## src/rtl/tt_extractor.sv

```systemverilog
// tt_extractor: sweeps all 16 input vectors of an attached 4-input gate,
// holds each vector for SETTLE_CYCLES+1 cycles, samples the gate output in
// the last cycle of each vector and assembles the 16-bit truth table.
// Optional feature (macro TT_COMPARE_EN): adds an `expected` input and a
// registered `match` flag comparing the extracted table against it.
module tt_extractor #(
   parameter int SETTLE_CYCLES = 2
) (
   input  logic        clk,
   input  logic        rst,
   input  logic        start,
   output logic [3:0]  dut_in,
   input  logic        dut_out,
   output logic        busy,
   output logic        done,
   output logic [15:0] tt
`ifdef TT_COMPARE_EN
   ,
   input  logic [15:0] expected,
   output logic        match
`endif
);

   localparam logic [1:0] ST_IDLE   = 2'd0;
   localparam logic [1:0] ST_SETTLE = 2'd1;
   localparam logic [1:0] ST_DONE   = 2'd2;

   localparam logic [7:0] SETTLE_RELOAD = 8'(SETTLE_CYCLES);

   logic [1:0]  state_q,  state_d;
   logic [3:0]  idx_q,    idx_d;
   logic [3:0]  dut_in_q, dut_in_d;
   logic [7:0]  cnt_q,    cnt_d;
   logic [15:0] tt_q,     tt_d;
   logic        busy_q,   busy_d;
   logic        done_q,   done_d;
`ifdef TT_COMPARE_EN
   logic        match_q,  match_d;
`endif

   // Next-state logic: accept a request, step through vectors, finish sweep.
   always_comb begin
      state_d  = state_q;
      idx_d    = idx_q;
      dut_in_d = dut_in_q;
      cnt_d    = cnt_q;
      tt_d     = tt_q;
      busy_d   = busy_q;
      done_d   = 1'b0;
`ifdef TT_COMPARE_EN
      match_d  = match_q;
`endif
      case (state_q)
         ST_IDLE: begin
            if (start) begin
               state_d  = ST_SETTLE;
               idx_d    = 4'd0;
               dut_in_d = 4'd0;
               cnt_d    = SETTLE_RELOAD;
               tt_d     = 16'h0000;
               busy_d   = 1'b1;
`ifdef TT_COMPARE_EN
               match_d  = 1'b0;
`endif
            end
         end
         ST_SETTLE: begin
            if (cnt_q != 8'd0) begin
               // Gate output still settling: hold the vector.
               cnt_d = cnt_q - 8'd1;
            end else begin
               // Last cycle of this vector: capture the gate response.
               tt_d[idx_q] = dut_out;
               if (idx_q != 4'd15) begin
                  idx_d    = idx_q + 4'd1;
                  dut_in_d = dut_in_q + 4'd1;
                  cnt_d    = SETTLE_RELOAD;
               end else begin
                  // Final vector captured; the DONE cycle shows the pulse.
                  state_d  = ST_DONE;
                  busy_d   = 1'b0;
                  done_d   = 1'b1;
                  dut_in_d = 4'd0;
               end
            end
         end
         ST_DONE: begin
            state_d = ST_IDLE;
`ifdef TT_COMPARE_EN
            // tt is final here, so the comparison is taken now and held.
            match_d = (tt_q == expected);
`endif
         end
         default: begin
            state_d  = ST_IDLE;
            busy_d   = 1'b0;
            dut_in_d = 4'd0;
         end
      endcase
   end

   // State registers with synchronous reset that also aborts a running sweep.
   always_ff @(posedge clk) begin
      if (rst) begin
         state_q  <= ST_IDLE;
         idx_q    <= 4'd0;
         dut_in_q <= 4'd0;
         cnt_q    <= 8'd0;
         tt_q     <= 16'h0000;
         busy_q   <= 1'b0;
         done_q   <= 1'b0;
`ifdef TT_COMPARE_EN
         match_q  <= 1'b0;
`endif
      end else begin
         state_q  <= state_d;
         idx_q    <= idx_d;
         dut_in_q <= dut_in_d;
         cnt_q    <= cnt_d;
         tt_q     <= tt_d;
         busy_q   <= busy_d;
         done_q   <= done_d;
`ifdef TT_COMPARE_EN
         match_q  <= match_d;
`endif
      end
   end

   assign dut_in = dut_in_q;
   assign busy   = busy_q;
   assign done   = done_q;
   assign tt     = tt_q;
`ifdef TT_COMPARE_EN
   assign match  = match_q;
`endif

endmodule

```

## config.mk

```make
export PLATFORM = sky130hd
export DESIGN_NAME = tt_extractor
export DESIGN_NICKNAME = d
export VERILOG_FILES = /design/src/rtl/tt_extractor.sv
export SDC_FILE = /design/constraint.sdc
export NUM_CORES = 1
export LEC_CHECK = 0
export CORE_ASPECT_RATIO = 1.2
export CORE_MARGIN = 2
export CORE_UTILIZATION = 61
export CTS_BUF_LIST = sky130_fd_sc_hd__clkbuf_16
export CTS_CLUSTER_DIAMETER = 80
export CTS_CLUSTER_SIZE = 16
export DETAILED_ROUTE_END_ITERATION = 10
export DONT_BUFFER_PORTS = 1
export PLACE_DENSITY = 0.77
export RECOVER_POWER = 25
export SLEW_MARGIN = 20
export SYNTH_ARGS = -nofsm -noshare
export SYNTH_HDL_FRONTEND = slang
export SYNTH_SLANG_ARGS = --single-unit
export TNS_END_PERCENT = 1
```

## constraint.sdc

```tcl
create_clock -name clk -period 2.8 [get_ports clk]
set_input_delay 0.84 -clock clk [delete_from_list [all_inputs] [get_ports clk]]
set_output_delay 0.84 -clock clk [all_outputs]
set_load 0.05 [all_outputs]
```

# Yosys cells after proc, flatten, opt, wreduce, memory -nomap -nowiden
# Cells that the tools add are included.
[word_totals] output_inout_bits=22 register_bits=36
[classes] n_addsub=3 eq_ne=8 n_reduce_logical=11 n_mux=26 order_cmp=2 bitwise_logic=2
[op_table] operator="2-to-1 mux 16 bit" count=2
[op_table] operator="case mux 16 bit (2 select lines)" count=1
[op_table] operator="2-to-1 mux 8 bit" count=3
[op_table] operator="2-to-1 mux 4 bit" count=5
[op_table] operator="bitwise mux 16 bit" count=1
[op_table] operator="case mux 8 bit (2 select lines)" count=1
[op_table] operator="case mux 4 bit (3 select lines)" count=1
[op_table] operator="AND reduction 3 bit" count=4
[op_table] operator="adder 4 x 1 -> 4 bit, second input constant" count=2
[op_table] operator="!= test 2 bit, second input constant" count=4
[op_table] operator="case mux 4 bit (2 select lines)" count=1
[op_table] operator="AND reduction 4 bit" count=2
[op_table] operator="nonzero test 8 bit" count=1
[op_table] operator="subtractor 8 x 1 -> 8 bit, second input constant" count=1
[op_table] operator="2-to-1 mux 2 bit" count=3
[op_table] operator="less-than comparator 4 x 5 -> 1 bit, second input constant" count=1
[op_table] operator="2-to-1 mux 1 bit" count=5
[op_table] operator="demux 1 bit (select 4 bit)" count=1
[op_table] operator=">= comparator 4 x 1 -> 1 bit, second input constant" count=1
[op_table] operator="!= test 4 bit, second input constant" count=1
[op_table] operator="case mux 2 bit (2 select lines)" count=1
[op_table] operator="!= test 3 bit, second input constant" count=1
[op_table] operator="case mux 1 bit (3 select lines)" count=1
[op_table] operator="OR reduction 3 bit" count=1
[op_table] operator="6 further kinds" count=7

# Logic depth before layout (Yosys ltp)
[logic_depth] depth_word=7 ltp_mapped=7 mapped_depth_nobuf=6

# Worst setup path after synthesis
# Ideal clock, no wire load.
[synth_path] kind="register to register" start="reg cnt_q[0]" end="reg idx_q[3]" t_arrival_ps=2121 required_ps=2726 setup_time_ps=74 setup_slack_ps=604 path_stages_with_launch=7 path_cell_list="dfxtp_1 inv_1 ha_1 or3b_2 or4_1 or4b_1 a31oi_1"
[synth_between] elab_chain_cells=3
[synth_lines] item="from (decl)" line="33" text="logic [7:0] cnt_q, cnt_d;"
[synth_lines] item="from (signal assigned)" line="119" text="cnt_q <= cnt_d;"
[synth_lines] item="nonzero test 8 bit" line="68" text="if (cnt_q != 8'd0) begin"
[synth_lines] item="!= test 2 bit (no source line)"
[synth_lines] item="AND reduction 4 bit (no source line)"
[synth_lines] item="to (signal assigned)" line="117" text="idx_q <= idx_d;"
[synth_lines] item="to (decl)" line="31" text="logic [3:0] idx_q, idx_d;"
# Every way passes these cells.
# A chain may end at the register's enable or synchronous reset.

# Worst setup path in the final report
[layout_path] start="reg cnt_q[1]" end="reg idx_q[3]"
# The elaborated chain is that of the path after synthesis.

==> metrics.txt <==
outcome finished, final reports clean; clk buf depth 2; H-tree depth 2; unrepaired setup endpoints after global routing no; most common cell after layout, fill and taps aside dfxtp_1; Initial Util between 60% and 70%; CTS clk-pin slew, worst paths ~0.05 ns; logic gate share of total power approximately 14%; Cell Count, Final, Fillers Out 237; setup ws final 0.495 ns; startpoint types flip-flop; Num CTS Buffers 5; #FFs+latches synth 36; Post-synth EDFFs 0; leak pwr about 0.8 nW; Skew-Pair Late Insertion Delay ~0.28 ns; hpwl dp between 2000 and 3000 um; largest net degree at the start of global routing 20; share of cells above drive strength 1 under 10%; Req. time, crit path 3.01 ns; Fmax achieved about 0.43 GHz; routability congestion estimate approximately 0.92; syn_nets roughly 210; Final Util between 60 and 70%; commonest cells after routing, fill and taps aside 36 x dfxtp_1, 25 x nand3_1, 21 x nand2_1, 16 x mux2i_1; TritonCTS clock tree built; worst min path class reg2reg; hold_ws 0.517 ns; worst slew pin tran slightly above 0.7 ns; Sw Pwr 0.343 mW; grt total ovfl 0; drt pass-1 iters 4; full die area roughly 0.0032 mm2; sequential cell fraction of total power 45.4%; Seq/Total Area, Yosys between 40% and 50%; Resize count post-CTS 0; Total GRT Usage a little over a quarter; CP max FO 6; synth-to-layout area growth 10.0%; drt wl/cell about 17 um; ant diodes 0; total power ~1.3 mW; Clock Power Share 40.8%; pwr/cell area around 670 mW/mm2; initial antenna violation count 0; Routed Antenna Nets 0; Critical Path Sink Type flip-flop; via density per instance between 6 and 7; Top FF cell, synth dfxtp_1; Setup WS pre-CTS between 0.5 and 0.6 ns; setup violators final 0; Fin Clk Skew 0.00402 ns; vias in the first global route 1,421; Yosys Warn Count 0; total placed instance area roughly 0.0017 mm2; # Post-CTS Setup Buffers 0; slew margin rel. between 50 and 60%; setup tns final 0 ns; Vias roughly 1,500; # rows 21; Cell Count Post-Placement roughly 230; first-pass GRT wire length between 6000 and 7000 um; fin nets 213; root buf cell clkbuf_16; post-route design area around 0.0019 mm2; final WL slightly below 4000 um; mapped cell area between 0.0015 and 0.002 mm2; Async SR Flop Fraction 0%; # port buffers 0; final hold violation count 0; distinct cell type count after synthesis 31; die width 52.3 um; Remaining DRCs 0; VDD IR-drop max about 0.64 mV; switching share of total power between 20% and 30%; core box area 0.00273 mm2; Int Power between 0.9 and 1 mW; Clock Sinks 36; max cap viols 0; crit share post-route just over 80%; CP Class reg2reg; CTS Hold Bufs 0; Cells after Synth 200; Avg Inst Size Synth approximately 8.6 um2; Final Slew Violations 0; initial drt markers between 50 and 60; Crit path arrival time about 2.5 ns; IO Pins 26; Die Height 62.0 um; Tmin final ~2.3 ns
==> final timing paths <==
| kind | from | cells past startpoint | slack [ns] | end |
|---|---|---|---|---|
| worst max-delay path | cnt_q[1] | 6 | 0.50 | idx_q[3] |
| worst min-delay path | cnt_q[5] | 2 | 0.52 | cnt_q[5] |
| worst max register to register | cnt_q[1] | 6 | 0.50 | idx_q[3] |
| worst min register to register | cnt_q[5] | 2 | 0.52 | cnt_q[5] |
==> final cells by class <==
cell class              instances  area, um2
clock buffers                   5        125
clock inverters                 3       11.3
fillers                       229        851
inverters                       7       26.3
multi-input cells             149        933
flip-flops and latches         36        721
well taps                      34       42.5
repair buffers                  3       22.5
==> power groups by stage <==
stage	Combinational (mW)	Sequential, mW	Clock, mW
2_1_floorplan	0.128	0.573	0
3_3_place_gp	0.163	0.578	0
3_5_place_dp	0.168	0.581	0
4_1_cts	0.172	0.570	0.522
5_1_grt	0.193	0.575	0.556
6_report	0.174	0.571	0.514
==> state kept, by name (all words and copies together), names as in the netlist <==
register,flops
tt,16
cnt_q,8
dut_in,4
idx_q,4
state_q,2
busy,1
done,1
==> layer usage <==
metal | up-vias | share of wire, % | global-route usage [%]
met5 | - | 0 | 0
met4 | 0 | 1.6 | 11.4
met3 | 5 | 5.4 | 9.33
met2 | 46 | 53 | 46.8
met1 | 746 | 40 | 30.1
li1 | 735 | - | -
==> critical path, cell delays in order, from the launching register on <==
cell and delay [ns]:
dfxtp_1 0.36, inv_1 0.10, ha_1 0.17, or3b_2 0.47, or4_1 0.52, or4b_1 0.47, a31oi_1 0.16
==> cells by family (layout without fill, tap and decap cells) <==
logic type,Yosys count,in the layout,share of synthesized area [%]
and+or+nand+nor,93,93,28.7
DFF,36,36,42.1
buffers and inverters,15,18,3.29
AOI/OAI and AO/OA,33,33,11.3
adders and majority gates,7,7,5.12
muxes,16,16,9.36
==> Yosys cell counts, drive strengths merged, types with 2 or more instances <==
library cell / n / share of area (%)
a21oi: 11 / 3.2
a31oi: 3 / 1.1
and3: 4 / 1.5
clkbuf: 8 / 1.8
dfxtp: 36 / 42
ha: 7 / 5.1
inv: 7 / 1.5
mux2i: 16 / 9.4
nand2: 21 / 4.6
nand2b: 4 / 1.5
nand3: 25 / 7.3
nand4: 5 / 1.8
nor2: 8 / 1.8
nor3: 7 / 2.0
nor3b: 2 / 0.88
o211ai: 2 / 0.88
o21ai: 11 / 3.2
or3: 6 / 2.2
or3b: 2 / 1.0
or4: 4 / 1.8
(Power assumes the default switching activity.)
